$ cat src/rtl/alu_request_sequencer.sv
`default_nettype none
// ============================================================================
// Module      : alu_request_sequencer
// Description : Accepts ALU requests over a valid/ready handshake, launches
//               the multi-cycle ALU control unit with a one-cycle start
//               pulse, waits for completion or timeout, and returns the
//               result, error code and cycle count over a response handshake.
//               Divide-by-zero is detected up front and never reaches the ALU.
// Revision    : 1.0 - initial release
// ============================================================================
module alu_request_sequencer #(
  parameter int WIDTH   = 8,
  parameter int TIMEOUT = 64
) (
  input  logic                 clk,
  input  logic                 rst,
  input  logic                 req_valid,
  output logic                 req_ready,
  input  logic [1:0]           req_op,
  input  logic [WIDTH-1:0]     req_a,
  input  logic [WIDTH-1:0]     req_b,
  output logic                 alu_start,
  output logic [1:0]           alu_op,
  output logic [WIDTH-1:0]     alu_a,
  output logic [WIDTH-1:0]     alu_b,
  input  logic                 alu_finish,
  input  logic [WIDTH-1:0]     alu_result_hi,
  input  logic [WIDTH-1:0]     alu_result_lo,
  output logic                 rsp_valid,
  input  logic                 rsp_ready,
  output logic [2*WIDTH-1:0]   rsp_result,
  output logic [1:0]           rsp_op,
  output logic [1:0]           rsp_err,
  output logic [6:0]           rsp_cycles
);

  localparam logic [1:0] c_IDLE   = 2'd0;
  localparam logic [1:0] c_LAUNCH = 2'd1;
  localparam logic [1:0] c_BUSY   = 2'd2;
  localparam logic [1:0] c_RESP   = 2'd3;

  localparam logic [1:0] c_OP_DIV = 2'b00;

  localparam logic [1:0] c_ERR_OK   = 2'b00;
  localparam logic [1:0] c_ERR_DIV0 = 2'b01;
  localparam logic [1:0] c_ERR_TMO  = 2'b10;

  // Counter value seen in the last permitted BUSY cycle, and the cycle count
  // reported when that cycle passes without a finish strobe.
  localparam logic [6:0] c_TMO_LAST = 7'(TIMEOUT - 1);
  localparam logic [6:0] c_TMO_CYC  = 7'(TIMEOUT);
  localparam logic [6:0] c_CNT_MAX  = 7'h7F;

  logic [1:0]         r_state;
  logic [1:0]         w_state_nxt;
  logic [6:0]         r_count;
  logic [6:0]         w_count_inc;
  logic [1:0]         r_alu_op;
  logic [WIDTH-1:0]   r_alu_a;
  logic [WIDTH-1:0]   r_alu_b;
  logic [2*WIDTH-1:0] r_rsp_result;
  logic [1:0]         r_rsp_op;
  logic [1:0]         r_rsp_err;
  logic [6:0]         r_rsp_cycles;
  logic               w_accept;
  logic               w_div0;
  logic               w_finish;
  logic               w_timeout;

  assign req_ready  = (r_state == c_IDLE);
  assign alu_start  = (r_state == c_LAUNCH);
  assign rsp_valid  = (r_state == c_RESP);
  assign alu_op     = r_alu_op;
  assign alu_a      = r_alu_a;
  assign alu_b      = r_alu_b;
  assign rsp_result = r_rsp_result;
  assign rsp_op     = r_rsp_op;
  assign rsp_err    = r_rsp_err;
  assign rsp_cycles = r_rsp_cycles;

  assign w_count_inc = (r_count == c_CNT_MAX) ? c_CNT_MAX : r_count + 7'd1;

  // Event decode and next-state selection; finish beats timeout in BUSY.
  always_comb begin
    w_accept    = req_valid && (r_state == c_IDLE);
    w_div0      = w_accept && (req_op == c_OP_DIV) && (req_b == '0);
    w_finish    = (r_state == c_BUSY) && alu_finish;
    w_timeout   = (r_state == c_BUSY) && !alu_finish && (r_count == c_TMO_LAST);
    w_state_nxt = r_state;
    case (r_state)
      c_IDLE: begin
        if (w_div0) begin
          w_state_nxt = c_RESP;
        end else if (w_accept) begin
          w_state_nxt = c_LAUNCH;
        end
      end
      c_LAUNCH: w_state_nxt = c_BUSY;
      c_BUSY: begin
        if (w_finish || w_timeout) begin
          w_state_nxt = c_RESP;
        end
      end
      c_RESP: begin
        if (rsp_ready) begin
          w_state_nxt = c_IDLE;
        end
      end
      default: w_state_nxt = c_IDLE;
    endcase
  end

  // State register.
  always_ff @(posedge clk or negedge rst) begin
    if (!rst) begin
      r_state <= c_IDLE;
    end else begin
      r_state <= w_state_nxt;
    end
  end

  // Operand latch: captured on acceptance, held stable until the next one.
  always_ff @(posedge clk or negedge rst) begin
    if (!rst) begin
      r_alu_op <= '0;
      r_alu_a  <= '0;
      r_alu_b  <= '0;
    end else if (w_accept) begin
      r_alu_op <= req_op;
      r_alu_a  <= req_a;
      r_alu_b  <= req_b;
    end
  end

  // Cycle counter: cleared while launching, counts up (saturating) while busy.
  always_ff @(posedge clk or negedge rst) begin
    if (!rst) begin
      r_count <= '0;
    end else if (r_state == c_LAUNCH) begin
      r_count <= '0;
    end else if ((r_state == c_BUSY) && !w_finish && !w_timeout) begin
      r_count <= w_count_inc;
    end
  end

  // Response registers: loaded on entry to RESP only, so they stay frozen
  // for however long the consumer applies backpressure.
  always_ff @(posedge clk or negedge rst) begin
    if (!rst) begin
      r_rsp_result <= '0;
      r_rsp_op     <= '0;
      r_rsp_err    <= '0;
      r_rsp_cycles <= '0;
    end else if (w_div0) begin
      r_rsp_result <= '1;
      r_rsp_op     <= req_op;
      r_rsp_err    <= c_ERR_DIV0;
      r_rsp_cycles <= '0;
    end else if (w_finish) begin
      r_rsp_result <= {alu_result_hi, alu_result_lo};
      r_rsp_op     <= r_alu_op;
      r_rsp_err    <= c_ERR_OK;
      r_rsp_cycles <= w_count_inc;
    end else if (w_timeout) begin
      r_rsp_result <= '0;
      r_rsp_op     <= r_alu_op;
      r_rsp_err    <= c_ERR_TMO;
      r_rsp_cycles <= c_TMO_CYC;
    end
  end

endmodule
`default_nettype wire

$ cat config.mk
export PLATFORM = sky130hd
export DESIGN_NAME = alu_request_sequencer
export DESIGN_NICKNAME = d
export VERILOG_FILES = /design/src/rtl/alu_request_sequencer.sv
export SDC_FILE = /design/constraint.sdc
export NUM_CORES = 1
export LEC_CHECK = 0
export ABC_AREA = 0
export CORE_ASPECT_RATIO = 0.6
export CORE_UTILIZATION = 35
export DETAILED_ROUTE_END_ITERATION = 6
export PLACE_DENSITY = 0.62
export SYNTH_ARGS = -nofsm -noshare
export SYNTH_HDL_FRONTEND = slang
export SYNTH_SLANG_ARGS = --single-unit
$ cat constraint.sdc
create_clock -name clk -period 2.3 [get_ports clk]
set_input_delay 0.345 -clock clk [delete_from_list [all_inputs] [get_ports clk]]
set_output_delay 0.345 -clock clk [all_outputs]
set_load 0.01 [all_outputs]
=== Word level (Yosys, flattened, before mapping) ===
Cells that the tools add are included.

* Register bits after elaboration: 54
* Bits in latches: 0
* Memory bits (writable): 0
* ROM bits: 0
* Input port bits: 39
* Output and inout bits: 48
* Logic and storage cells: 56
* Memories kept: 0

* Add/subtract/negate cells: 1
* Multiply operators: 0
* Divide/modulo/power cells: 0
* Magnitude comparators: 0
* Equality and inequality tests: 8
* Shifts and indexed selects: 0
* Muxes and demuxes: 20
* Bitwise gates (word level): 0
* Reduce and logical (&&, ||, !) cells: 18

{| class="wikitable"
|+ Operators with widths
! operator !! count
|-
| 2-to-1 mux 16 bit || 3
|-
| 2-to-1 mux 7 bit || 6
|-
| 2-to-1 mux 2 bit || 10
|-
| logical AND 1 bit || 8
|-
| zero test 8 bit || 1
|-
| one-hot mux 2 bit (4 select lines) || 1
|-
| adder 7 x 1 -> 7 bit (second input constant) || 1
|-
| == test 7 x 6 -> 1 bit (second input constant) || 1
|-
| == test 7 bit (second input constant) || 1
|-
| == test 2 bit (second input constant) || 2
|-
| zero test 2 bit || 2
|-
| != test 2 x 1 -> 1 bit (second input constant) || 2
|-
| zero test 1 bit || 3
|-
| != test 3 x 1 -> 1 bit (second input constant) || 1
|-
| AND reduction 3 bit || 1
|-
| nonzero test 3 bit || 1
|-
| == test 2 x 1 -> 1 bit (second input constant) || 1
|-
| nonzero test 2 bit || 1
|-
| logical OR 1 bit || 1
|}

=== Logic depth before layout (Yosys ltp) ===
Gate-level depths: netlist (run 1).

* Depth in word-level cells: 7
* Mapped depth: 8
* Depth with buffers taken out: 6

=== Worst setup path after synthesis (run 1) ===
OpenSTA, ideal clock, no wires.

* Path type: register to register
* Start point: register r_state[0]
* End point: register r_rsp_op[0] (netlist: rsp_op[0])
* Setup time: 118 ps
* Arrival time: 1641 ps
* Data required time: 2182 ps
* Setup slack: 541 ps
* Cell stages (with the launch flop): 9
* Buffers on the path: 2
* Clock period less this slack: 1759 ps
* Cells stage by stage: dfrtp_1 -> inv_1 -> ha_1 -> and2_1 -> buf_2 -> a31oi_4 -> buf_4 -> mux2i_1 -> nor2_1

* Word-level cells in the longest chain between the ends: 5
* Elaborated cells on any way between the ends: 11
* Those cells by class: 1 x eq/ne; 2 x mux; 8 x reduce/logical

{| class="wikitable"
|+ Ends and longest elaborated chain
! what !! line !! RTL
|-
| start, declared || 54 || <nowiki>logic [1:0] r_state;</nowiki>
|-
| start signal, assigned || 116 || <nowiki>r_state <= c_IDLE;</nowiki>
|-
| start signal, assigned || 118 || <nowiki>r_state <= w_state_nxt;</nowiki>
|-
| zero test 2 bit || 85 || <nowiki>w_accept = req_valid && (r_state == c_IDLE);</nowiki>
|-
| logical AND 1 bit || 85 ||
|-
| logical AND 1 bit (2 in a row) || 86 || <nowiki>w_div0 = w_accept && (req_op == c_OP_DIV) && (req_b == '0);</nowiki>
|-
| nonzero test 3 bit (no source line) or 2-to-1 mux 2 bit (tied branches) || n/a ||
|-
| end signal, assigned || 156 || <nowiki>r_rsp_op <= req_op;</nowiki>
|-
| end signal, assigned || 161 || <nowiki>r_rsp_op <= r_alu_op;</nowiki>
|-
| end signal, assigned || 166 || <nowiki>r_rsp_op <= r_alu_op;</nowiki>
|-
| end, declared || 62 || <nowiki>logic [1:0] r_rsp_op;</nowiki>
|}

Several ways; a longest one is shown, not always the timed one.
A chain may end at the register's enable or synchronous reset.

=== Final worst setup path (run 1) ===
* Start point: register r_state[1]
* End point: output alu_start

* Word-level cells in the longest chain between the ends: 1

{| class="wikitable"
|+ Ends and longest elaborated chain
! what !! line !! RTL
|-
| == test 2 x 1 -> 1 bit || 71 || <nowiki>assign alu_start = (r_state == c_LAUNCH);</nowiki>
|-
| end, declared || 22 || <nowiki>output logic alu_start,</nowiki>
|}

Every way passes these cells.

==> results of run 1 <==
-- per-layer routing --
layer	GRT usage, %	wire [um]	vias up
li1	-	-	863
met1	27.4	3020	848
met2	20.7	2080	49
met3	3.37	304	5
met4	5.65	61	0
met5	0	0	-
-- state kept, by name (all words and copies together), names as in the netlist --
name and cells:
r_count 7, r_state 2, rsp_err 2, rsp_op 2
rsp_result 16, alu_a 8, rsp_cycles 7, alu_b 8
alu_op 2
-- power breakdown --
group          switching, mW  total, mW  internal, mW
sequential             0.221       1.55          1.33
clock                  0.336      0.667         0.331
combinational          0.730       1.80          1.07
total                   1.29       4.02          2.73
-- layout by cell type, fill, tap and decap left out, types with 6 or more instances in the layout --
cell / synthesis / routed
clkdlybuf4s50_1: 0 / 85
inv_1: 6 / 6
buf_4: 1 / 6
a221o_1: 16 / 16
mux2_1: 18 / 18
nor2_1: 11 / 11
ha_1: 6 / 6
a21oi_1: 11 / 11
nand2_1: 7 / 7
dfrtp_1: 54 / 54
-- per-stage QoR --
step                area [um2]  worst slack (ns)  total power [mW]
finish                    3430             0.144              4.02
global route              3430            0.0503              4.27
CTS                       3430             0.139              4.06
detailed placement        3310             0.217              3.39
global placement          3310             0.238              3.39
floorplan                 2350             0.541              2.38
-- cells in the mapped netlist, types with 4 or more instances --
cell and instances:
a21oi_1 11, a221o_1 16, dfrtp_1 54, ha_1 6
inv_1 6, mux2_1 18, mux2i_1 5, nand2_1 7
nor2_1 11, nor2b_1 4, nor3_1 5
-- final cells by class --
type / count / area (um2)
fill: 560 / 2850
multi-input combinational: 114 / 910
inverter: 6 / 22.5
tap: 84 / 105
timing repair buffer: 93 / 921
clock buffer: 5 / 68.8
sequential: 54 / 1350
clock inverter: 3 / 47.5
-- worst min-delay path by stage --
stage / slack (ns) / end / start / depth (start not counted)
floorplan: 0.05 / alu_a[0] / rst / 0
global placement: 0.41 / alu_b[1] / rst / 1
detailed placement: 0.40 / alu_b[1] / rst / 1
CTS: 0.05 / rsp_result[15] / rst / 1
global route: 0.07 / rsp_result[6] / rst / 1
finish: 0.03 / rsp_result[15] / rst / 1
-- cell families (layout without fill, tap and decap cells) --
| logic type | count (synthesis) | in the layout | synth area share (%) |
|---|---|---|---|
| flops | 54 | 54 | 57.6 |
| compound gates | 45 | 45 | 15.8 |
| simple gates | 39 | 39 | 8.64 |
| mux | 23 | 23 | 10.8 |
| buf+inv | 15 | 107 | 3.63 |
| fa+ha+maj | 6 | 6 | 3.20 |
| xor+xnor | 1 | 1 | 0.373 |
-- critical path: stages, from the launching register on --
cell             delay, ns
dfrtp_1               0.43
inv_1                 0.13
ha_1                  0.34
clkdlybuf4s50_1       0.59
==> metrics, run 1 <==
Max transition margin=between 50% and 60%; Port Buffers=86; Synth Flop Type=dfrtp_1; clock skew=about 0.012 ns; Critical Path Source Type=flop; Layout Utilization=54.6%; LEAKAGE=about 1.5 nW; clock period minus final worst setup slack=between 2 and 2.5 ns; Antenna Nets Post-Route=0; max-cap viol count=0; final WL=around 5.5 mm; number of global-route vias before repair=roughly 1,700; R2R Path Start=r_count[0]; Netlist Area Pre-Place=between 2000 and 2500 um2; Critical Path AT=~1.8 ns; number of clock buffers inserted by TritonCTS=5; number of diodes=0; TNS Setup=0 ns; share of cells above drive strength 1=~7%; Layout Area Growth over Synthesis=46.0%; Post-CTS Hold Buffers=0; Slew @ Worst Pin=0.624 ns; main area contributors after synthesis=dfrtp_1, mux2_1, a221o_1; status=complete, no violations; total track usage=16.7%; Netlist cell types=40; ys async rst share=100%; Crit Reg-Reg Endpoint=rsp_op[1]; DRT Pass-1 Iters=4; final period utilization=93.8%; hold crit path type=in -> async; end point of the critical path=alu_start; crit path from=r_state[1]; worst r2r path cells=6; per-cell routed wire length=between 15 and 20 um; post-synthesis average cell area=about 13 um2; largest net degree at the start of global routing=29; Post-synth EDFFs=0; Max Slew Vio Count=0; first-pass GRT wire length=~8.9 mm; WS Path Type=reg -> out; FF+latch count, synth=between 50 and 60; CTS Buffer Depth=2; Initial Util=between 30% and 40%; I/O pins=87; cell taking the most area after synthesis=dfrtp_1; total clock sinks=between 50 and 60; Final Hold Fails=0; Synth Warn #=0; area share of the largest cell type after synthesis=~58%; drt first-iter violations=between 80 and 90; Die Area=7040 um2; post_cts resized=0; pwr/cell area=approximately 1200 nW/um2; CTS tree=done; DP Wirelength=roughly 4.1 mm; Die Span X=108 um; Avg Vias per Cell=around 5; row cnt=22; post-synthesis sequential area ratio=57.6%; Setup crit end kind=output pin; RSZ-0062 raised after global routing=false; Die Height=between 60 and 70 um; fin nets=319; Overflow after GRT=0; H-tree depth=2; cells after synthesis=around 180; clock slew seen by the registers of the worst setup and hold paths=0.11 ns; DP Cell Count=351; routed vias=~1,800; R2R Setup Slk=~0.27 ns; final setup fails=0; root buf cell=clkbuf_8; initial antenna violation count=0; worst skew pair latency=between 0.3 and 0.4 ns; gp weighted congestion=0.846; core area=6280 um2; net count after synthesis=between 200 and 250; maximum vdd ir drop=532 uV; CP Max Fanout=8; Worst EP required=1.96 ns; fmax=approximately 460 MHz; number of setup buffers added after CTS=0; non-filler cells, final=359; Min Hold Slack=a little over 0.03 ns; drt drc=0
Power figures use the tool's default switching activity.
==> run 2: changes to the inputs <==
--- a/config.mk
+++ b/config.mk
@@ -6,6 +6,7 @@
 export NUM_CORES = 1
 export LEC_CHECK = 0
 export ABC_AREA = 0
+export CAP_MARGIN = 20
 export CORE_ASPECT_RATIO = 0.6
 export CORE_UTILIZATION = 35
 export DETAILED_ROUTE_END_ITERATION = 6
==> results of run 2 <==
Final layout, timing and power as in run 1 (identical DEF).
==> patch (settings of run 2) <==
Register the output `rsp_err` once more, with the module's reset; this adds one clock of latency there. The other outputs are not delayed to match.
--- a/src/rtl/alu_request_sequencer.sv
+++ b/src/rtl/alu_request_sequencer.sv
@@ -77,3 +77,9 @@
   assign rsp_op     = r_rsp_op;
-  assign rsp_err    = r_rsp_err;
+  always_ff @(posedge clk or negedge rst) begin
+    if (!rst) begin
+      rsp_err <= '0;
+    end else begin
+      rsp_err <= r_rsp_err;
+    end
+  end
   assign rsp_cycles = r_rsp_cycles;
Formal check against the unedited RTL: not equivalent (Yosys sat finds a counterexample within 4 cycles, from zero or initial values and one cycle with rst low).
==> patch against run 2 <==
Core utilization is 1.2 points higher; routed wire length is 5.7% higher; clock skew is 0.0094 ns lower; area after synthesis is 2.1% higher; largest cell class unchanged; clock power is 31% higher; total power is 6.9% higher; via count is 5.3% higher; sequential cell count is 2 higher; first-iteration DRC count is 21% higher; worst setup slack better by 0.15 ns; worst hold slack better by 0.015 ns; final cell count is 1.1% higher; design area is 3.5% higher; sequential power is 3% higher.
==> patch: results (changes against run 2) <==
| Metric | Value |
|---|---|
| Status | finished clean |
| Syn Nets | 230 (+0.88%) |
| Warnings from Yosys | 0 (unchanged) |
| Reg2Reg Setup Slack | 0.38 ns (+0.11 ns) |
| Worst hold path type | input pin to asynchronous set/reset pin |
| DRT met1 WL | 3150 µm (+4.2%) |
| Overall Global Routing Usage | 17.2% (+0.49 points) |
| Number of global-route vias before repair | 1682 (-0.77%) |
| Final Skew | 0.00308 ns (-0.00942 ns) |
| Worst r2r src | r_count[0] |
| Gpl congestion | 0.855 (+1.1%) |
| First-pass GRT wire length | 9180 µm (+3.3%) |
| Number of flip-flops under the largest register name | 16 (unchanged) |
| Synth top area cells | dfrtp_1, mux2_1, a221o_1, ha_1, a21oi_1 |
| Slew @ Worst Pin | 0.581 ns (-0.0428 ns) |
| Worst path arrival time | 1.67 ns (-0.14 ns) |
| Register area share after synthesis | 58.5% (+0.89 points) |
| Synth cell types | 40 (unchanged) |
| Nets | 323 (+1.3%) |
| Met2 wire len | 2170 µm (+4.3%) |
| Vias | 1859 (+5.3%) |
| Top sig layer | met4 |
| Post-place instance area | 3370 µm² (+2.0%) |
| DP HPWL | 4290 µm (+3.6%) |
| Final wirelength | 5780 µm (+5.7%) |
| RR Endpoint | r_state[0] |
| Synth cell count leaders | dfrtp_1, mux2_1, a221o_1 |
| Reg clk slew, reported paths | 0.07 ns (-0.04 ns) |
| Worst skew pair latency | 0.29 ns (-0.03 ns) |
| Final worst setup slack | 0.289 ns (+0.145 ns) |
| Metal3 WL | 403 µm (+33%) |
| R2r worst-path depth | 5 (-1) |
| Max rail drop VDD | 452 µV (-15%) |
| Clock root buffer master | clkbuf_16 |
| Layout cells sized above 1 | 7.53% (+0.62 points) |
| Crit path to | req_ready |
| CP max FO | 4 (-4) |
| DP Worst Slack | 0.183 ns (-0.0343 ns) |
| Initial antenna violation count | 0 (unchanged) |
| Iteration-0 DRC Markers | 98 (+21%) |
| 1st-pass router iterations | 4 (unchanged) |
| Hold buffer count at cts | 0 (unchanged) |
| Filler cells | 553 (-1.3%) |
| Leak Pwr | 1.54 nW (+3.8%) |
-- patch: cell count changes in the layout (fill, tap and decap cells not counted) --
cell,before,now
clkbuf_16,0,5
clkbuf_8,5,0
buf_4,6,8
dfrtp_1,54,56
clkinv_4,1,0
clkinvlp_4,0,1
-- patch: final cells by class --
type	count	area share, %
Sequential cell	56	39.5
Tap cell	84	2.96
Clock buffer	5	3.53
Multi-Input combinational cell	114	25.7
Timing Repair Buffer	95	26.4
Inverter	6	0.635
Clock inverter	3	1.31
-- patch: power by group --
part	leakage (nW)	total (mW)	switching (mW)	internal, mW
clock network	0.0804	0.872	0.355	0.518
logic	0.756	1.84	0.751	1.09
registers	0.706	1.59	0.218	1.37
total	1.54	4.30	1.32	2.97
-- patch: critical path, cell delays in order (launching register included) --
cell and delay [ns]:
dfrtp_1 0.42, inv_1 0.15, ha_1 0.24, clkdlybuf4s50_1 0.56
-- patch: cells by family (layout without fill, tap and decap cells) --
group,count (synthesis),count (layout),synth area share (%)
compound gates,45,45,15.5
xor+xnor,1,1,0.366
fa+ha+maj,6,6,3.13
buf+inv,15,109,3.55
flops,56,56,58.5
mux,23,23,10.5
simple gates,39,39,8.46
-- patch: worst min-delay path by stage --
stage / to / slack [ns] / depth (start not counted)
floorplan: alu_a[0] / 0.05 / 0
global placement: rsp_err[0] / 0.36 / 0
detailed placement: rsp_err[0] / 0.37 / 0
CTS: alu_b[7] / 0.07 / 1
global route: alu_b[7] / 0.1 / 1
finish: alu_a[0] / 0.05 / 1
-- patch: metrics by stage --
step,utilization [%],instances
final,55.8,363
after detailed placement,53.1,355
after global routing,55.8,363
after CTS,55.8,363
after global placement,53.1,355
after floorplan,-,185
-- patch: routing by layer --
| metal | track usage, % | vias to the layer above |
|---|---|---|
| met5 | 0 | - |
| met4 | 5.07 | 0 |
| met3 | 3.55 | 5 |
| met2 | 21.2 | 66 |
| met1 | 28.4 | 904 |
| li1 | - | 884 |
